`src/rtl/binary_bbox_tracker_pkg.sv`:
```
// Shared widths, FSM encoding and pixel predicate for the binary bounding-box tracker.
package binary_bbox_tracker_pkg;

  localparam int unsigned COORD_W = 12;
  localparam int unsigned COUNT_W = 20;

  localparam logic [COORD_W-1:0] COORD_MIN_INIT = '1;
  localparam logic [COUNT_W-1:0] COUNT_SAT      = '1;

  typedef enum logic [1:0] {
    WAIT_SOF = 2'd0,
    ACCUM    = 2'd1,
    PUBLISH  = 2'd2
  } state_t;

  function automatic logic is_white(input logic [11:0] data);
    return |data;
  endfunction

endpackage

```
`src/rtl/pixel_xy_counter.sv`:
```
// Raster X/Y counter: X wraps at H_ACTIVE, Y holds once it reaches V_ACTIVE.
module pixel_xy_counter
  import binary_bbox_tracker_pkg::*;
#(
  parameter int unsigned H_ACTIVE = 640,
  parameter int unsigned V_ACTIVE = 480
) (
  input  logic               iCLK,
  input  logic               iRST,
  input  logic               i_clr,
  input  logic               i_adv,
  output logic [COORD_W-1:0] o_x,
  output logic [COORD_W-1:0] o_y,
  output logic               o_in_frame
);

  localparam logic [COORD_W-1:0] X_LAST = COORD_W'(H_ACTIVE - 1);
  localparam logic [COORD_W-1:0] Y_END  = COORD_W'(V_ACTIVE);

  logic [COORD_W-1:0] r_x;
  logic [COORD_W-1:0] r_y;
  logic [COORD_W-1:0] w_x;
  logic [COORD_W-1:0] w_y;

  // A clear presents (0,0) to the current pixel so the first pixel of a frame is not lost.
  always_comb begin
    w_x = i_clr ? '0 : r_x;
    w_y = i_clr ? '0 : r_y;
  end

  assign o_x        = w_x;
  assign o_y        = w_y;
  assign o_in_frame = (w_y < Y_END);

  always_ff @(posedge iCLK or negedge iRST) begin
    if (!iRST) begin
      r_x <= '0;
      r_y <= '0;
    end else begin
      r_x <= w_x;
      r_y <= w_y;
      if (i_adv && o_in_frame) begin
        if (w_x == X_LAST) begin
          r_x <= '0;
          r_y <= w_y + 1'b1;
        end else begin
          r_x <= w_x + 1'b1;
        end
      end
    end
  end

endmodule

```
`src/rtl/binary_bbox_tracker.sv`:
```
// Per-frame bounding box and white-pixel count of a binary pixel stream, published on frame end.
module binary_bbox_tracker
  import binary_bbox_tracker_pkg::*;
#(
  parameter int unsigned H_ACTIVE   = 640,
  parameter int unsigned V_ACTIVE   = 480,
  parameter int unsigned MIN_PIXELS = 16
) (
  input  logic        iCLK,
  input  logic        iRST,
  input  logic        iFVAL,
  input  logic        iDVAL,
  input  logic [11:0] iDATA,
  output logic [11:0] oX_MIN,
  output logic [11:0] oX_MAX,
  output logic [11:0] oY_MIN,
  output logic [11:0] oY_MAX,
  output logic [19:0] oCOUNT,
  output logic        oFOUND,
  output logic        oRDY
);

  state_t             r_state;
  logic               r_fval_d;
  logic               r_armed;
  logic [COORD_W-1:0] r_xmin, r_xmax, r_ymin, r_ymax;
  logic [COUNT_W-1:0] r_count;

  logic               w_sof, w_eof, w_adv, w_hit, w_in_frame, w_found;
  logic [COORD_W-1:0] w_x, w_y;
  logic [COORD_W-1:0] w_xmin_b, w_xmax_b, w_ymin_b, w_ymax_b;
  logic [COUNT_W-1:0] w_cnt_b;

  // r_armed requires iFVAL to be seen low after reset, so a frame in progress at reset release is skipped.
  // SOF is also honoured in PUBLISH so a one-cycle inter-frame gap does not lose the next frame.
  assign w_sof   = iFVAL && !r_fval_d && r_armed && (r_state != ACCUM);
  assign w_eof   = !iFVAL && r_fval_d && (r_state == ACCUM);
  assign w_adv   = iFVAL && iDVAL && (w_sof || (r_state == ACCUM));
  assign w_hit   = w_adv && w_in_frame && is_white(iDATA);
  assign w_found = ({12'd0, r_count} >= MIN_PIXELS);

  pixel_xy_counter #(
    .H_ACTIVE (H_ACTIVE),
    .V_ACTIVE (V_ACTIVE)
  ) u_xy (
    .iCLK       (iCLK),
    .iRST       (iRST),
    .i_clr      (w_sof),
    .i_adv      (w_adv),
    .o_x        (w_x),
    .o_y        (w_y),
    .o_in_frame (w_in_frame)
  );

  always_comb begin
    w_xmin_b = w_sof ? COORD_MIN_INIT : r_xmin;
    w_xmax_b = w_sof ? '0 : r_xmax;
    w_ymin_b = w_sof ? COORD_MIN_INIT : r_ymin;
    w_ymax_b = w_sof ? '0 : r_ymax;
    w_cnt_b  = w_sof ? '0 : r_count;
  end

  always_ff @(posedge iCLK or negedge iRST) begin
    if (!iRST) begin
      r_state  <= WAIT_SOF;
      r_fval_d <= 1'b0;
      r_armed  <= 1'b0;
      r_xmin   <= COORD_MIN_INIT;
      r_xmax   <= '0;
      r_ymin   <= COORD_MIN_INIT;
      r_ymax   <= '0;
      r_count  <= '0;
      oX_MIN   <= '0;
      oX_MAX   <= '0;
      oY_MIN   <= '0;
      oY_MAX   <= '0;
      oCOUNT   <= '0;
      oFOUND   <= 1'b0;
      oRDY     <= 1'b0;
    end else begin
      r_fval_d <= iFVAL;
      oRDY     <= 1'b0;
      if (!iFVAL) r_armed <= 1'b1;

      r_xmin  <= w_xmin_b;
      r_xmax  <= w_xmax_b;
      r_ymin  <= w_ymin_b;
      r_ymax  <= w_ymax_b;
      r_count <= w_cnt_b;
      if (w_hit) begin
        if (w_x < w_xmin_b) r_xmin <= w_x;
        if (w_x > w_xmax_b) r_xmax <= w_x;
        if (w_y < w_ymin_b) r_ymin <= w_y;
        if (w_y > w_ymax_b) r_ymax <= w_y;
        if (w_cnt_b != COUNT_SAT) r_count <= w_cnt_b + 1'b1;
      end

      case (r_state)
        WAIT_SOF: if (w_sof) r_state <= ACCUM;
        ACCUM:    if (w_eof) r_state <= PUBLISH;
        PUBLISH: begin
          oRDY   <= 1'b1;
          oCOUNT <= r_count;
          oFOUND <= w_found;
          oX_MIN <= w_found ? r_xmin : '0;
          oX_MAX <= w_found ? r_xmax : '0;
          oY_MIN <= w_found ? r_ymin : '0;
          oY_MAX <= w_found ? r_ymax : '0;
          r_state <= w_sof ? ACCUM : WAIT_SOF;
        end
        default: r_state <= WAIT_SOF;
      endcase
    end
  end

endmodule

```
`config.mk`:
```
export PLATFORM = sky130hd
export DESIGN_NAME = binary_bbox_tracker
export DESIGN_NICKNAME = d
export VERILOG_FILES = /design/src/rtl/binary_bbox_tracker_pkg.sv /design/src/rtl/pixel_xy_counter.sv /design/src/rtl/binary_bbox_tracker.sv
export SDC_FILE = /design/constraint.sdc
export NUM_CORES = 1
export LEC_CHECK = 0
export ABC_CLOCK_PERIOD_IN_PS = 6500
export CAP_MARGIN = 20
export CORE_ASPECT_RATIO = 1.75
export CORE_MARGIN = 4
export CORE_UTILIZATION = 35
export DETAILED_ROUTE_END_ITERATION = 10
export PLACE_DENSITY_LB_ADDON = 0.3
export SETUP_SLACK_MARGIN = 0.3
export SYNTH_ARGS = -nofsm -noshare
export SYNTH_HDL_FRONTEND = slang
export SYNTH_SLANG_ARGS = --single-unit
export TNS_END_PERCENT = 50
```
`constraint.sdc`:
```
create_clock -name iCLK -period 6.5 [get_ports iCLK]
set_input_delay 1.625 -clock iCLK [delete_from_list [all_inputs] [get_ports iCLK]]
set_output_delay 1.625 -clock iCLK [all_outputs]
set_load 0.1 [all_outputs]
```
==> flow_summary.ini <==
[timing]
relSlewSlack_pct = 32.5
hold_viol = 0
fin_crit_ns = 4.70
fin_skew_ns = 0.00964
fmaxAchievable_mhz = 213
setup_tns_ns = 0
worst_slew_pin_slew_ns = 1.01
period_share_pct = 72.3
drv_slew = 0
rsz0062_at_grt = no
setup_viol = 0

[logic_synthesis]
yosys_register_bits = 166
netlist_area_sq_um = 8090
synth_compound_area_share_pct = 12.1
synthXorXnorAreaFrac_pct = 3.79
ys_types = 65
synth-main-ff-cell = dfrtp_1
syn_inst = 791
synth-adder-area-share_pct = 6.59
synth_edf_count = 0
ys_warn_count = 0
avgSynthCellArea_sq_um = 10.2
ys_seq_area_share_pct = 51.7
synth_top_family_by_area = simple AND/OR/NAND/NOR gates
synth-simple-area-share_pct = 19.0
async_reset_ff_share_pct = 100
muxShareOfSynthArea_pct = 3.14
synthesis.nets = 848

[setup_path]
cp-end-kind = flop
required_ns = 6.80
cp-start-kind = input port
critPathMaxFanout = 47
worst-endpoint-arrival_ns = 5.00
crit_type = in2reg

[clocking]
cts.clk_slew.worst_paths_ns = 0.06
cts_tree = built
post_cts_resized = 0
cts_root_buffer = clkbuf_16
htreeDepth = 4
numCtsBuffers = 17
cts_hold_buffers = 0
clkLatencyLatePin_ns = 0.43
clock_sinks = 166
cts_buffer_depth = 2
cts_setup_buffers = 0

[layout]
drive_gt1_share_pct = 10.5
layout_commonest_cell = dfrtp_1
multiInputGateArea_sq_um = 3640
fillers = 2179
reg_top3 = oCOUNT (20), r_count (20)
diodes = 0
post-route-util_pct = 43.6
regArea_sq_um = 4180
fin_nets = 921
area_growth_pct = 22.6
layout_common_cells = dfrtp_1 (142), nand2_1 (126), clkdlybuf4s50_1 (84)

[route]
ant_nets = 0
wl_met3_um = 580
drt_pre_antenna_iters = 5
viasPerCell = 5.26
vias = 6191
top_layer_used = met4
met1_length_mm = 7.71
drt_iter0_markers = 353
wl_per_cell_um = 18.2
routed_wl_mm = 21.4
drc_errors = 0
met2_length_mm = 12.1

[floorplan]
start_util_pct = 35.6
die_x_um = 123
die_y_um = 209
core_area_sq_um = 22700
rows = 73
ios = 86
dieArea_sq_um = 25700

[global_routing]
grt_max_degree = 76
grt_pass1_vias = 6567
grt_pass1_wl_mm = 35.0
antenna_found_initial = 0
grt_use_total_pct = 17.7
grt-ovfl-total = 0

[pwr]
finalPower_mw = 2.77
power.density_nw_per_um2 = 279
power_leakage_nw = 4.61
irDropWorstVdd_uv = 165

[hold_path]
min_path_type = reg2reg

[placed_design]
place_congestion = 0.883
dpl.hpwl_mm = 15.8
io_buffers = 85

[run_status]
status = finished, final reports clean

[flow_run]
drv_cap = 0
[synth_stat cells, types with 18 or more instances]
master	instances	area, sq um
dfrtp_1	142	3550
nand2_1	127	477
nor2_1	56	210
a22o_1	48	420
ha_1	41	513
nand3_1	38	190
o21ai_0	31	155
clkbuf_1	29	109
xnor2_1	28	245
inv_1	27	101
dfstp_2	24	631
mux2i_1	22	220
nor4_1	18	113
[stage by stage]
stage	hold WS, ns	setup slack, ns	cells	instance area, sq um
after floorplan	0.447	1.83	791	8090
after global placement	0.457	1.35	1145	9270
after detailed placement	0.462	1.36	1145	9270
after CTS	0.477	1.81	1177	9910
after global routing	0.501	1.51	1177	9910
final	0.470	1.80	1177	9910
[critical path, stage by stage]
cell and delay, ns:
clkdlybuf4s50_1 0.54, and3b_2 0.27, nand2_2 0.36, buf_12 0.33, nand2_1 0.20, inv_1 0.11, ha_1 0.28, and4_1 0.24
nand2_1 0.09, o311ai_0 0.40, o311ai_2 0.12, buf_4 0.21, nand3_1 0.09, o21ai_0 0.09
[per-layer routing]
layer | GRT usage [%] | vias up
li1 | - | 2947
met1 | 18.0 | 3063
met2 | 33.0 | 135
met3 | 3.06 | 46
met4 | 9.63 | 0
met5 | 0 | -
[logic make-up after synthesis]
group | count (synthesis)
AOI/OAI and AO/OA | 133
adders and majority gates | 43
DFF | 166
buffers and inverters | 72
muxes | 25
xor gates and xnor gates | 35
and+or+nand+nor | 317
[power breakdown]
group	switching, mW	leakage (nW)	internal (mW)
Clock	0.414	0.304	0.672
Sequential	0.0784	2.22	1.16
Combinational	0.297	2.09	0.150
Total	0.789	4.61	1.98
[worst paths after layout]
kind,startpoint,end,slack [ns],cells past startpoint
worst min register to register,oCOUNT[19],oCOUNT[19],0.47,2
worst min-delay path,oCOUNT[19],oCOUNT[19],0.47,2
max in group asynchronous,iRST,oCOUNT[13],4.16,2
worst max register to register,r_state[1],r_count[18],3.09,10
worst max-delay path,iFVAL,r_ymax[1],1.80,14
min in group asynchronous,iRST,oX_MAX[3],1.20,1
[area by class of cell]
cell class	instances	share of cell area [%]
Inverter	27	1.02
Multi-Input combinational cell	553	36.7
Tap cell	300	3.79
Sequential cell	166	42.2
Clock inverter	12	1.75
Clock buffer	20	4.71
Timing Repair Buffer	99	9.78
No activity file was read; power rests on OpenSTA's default activity.
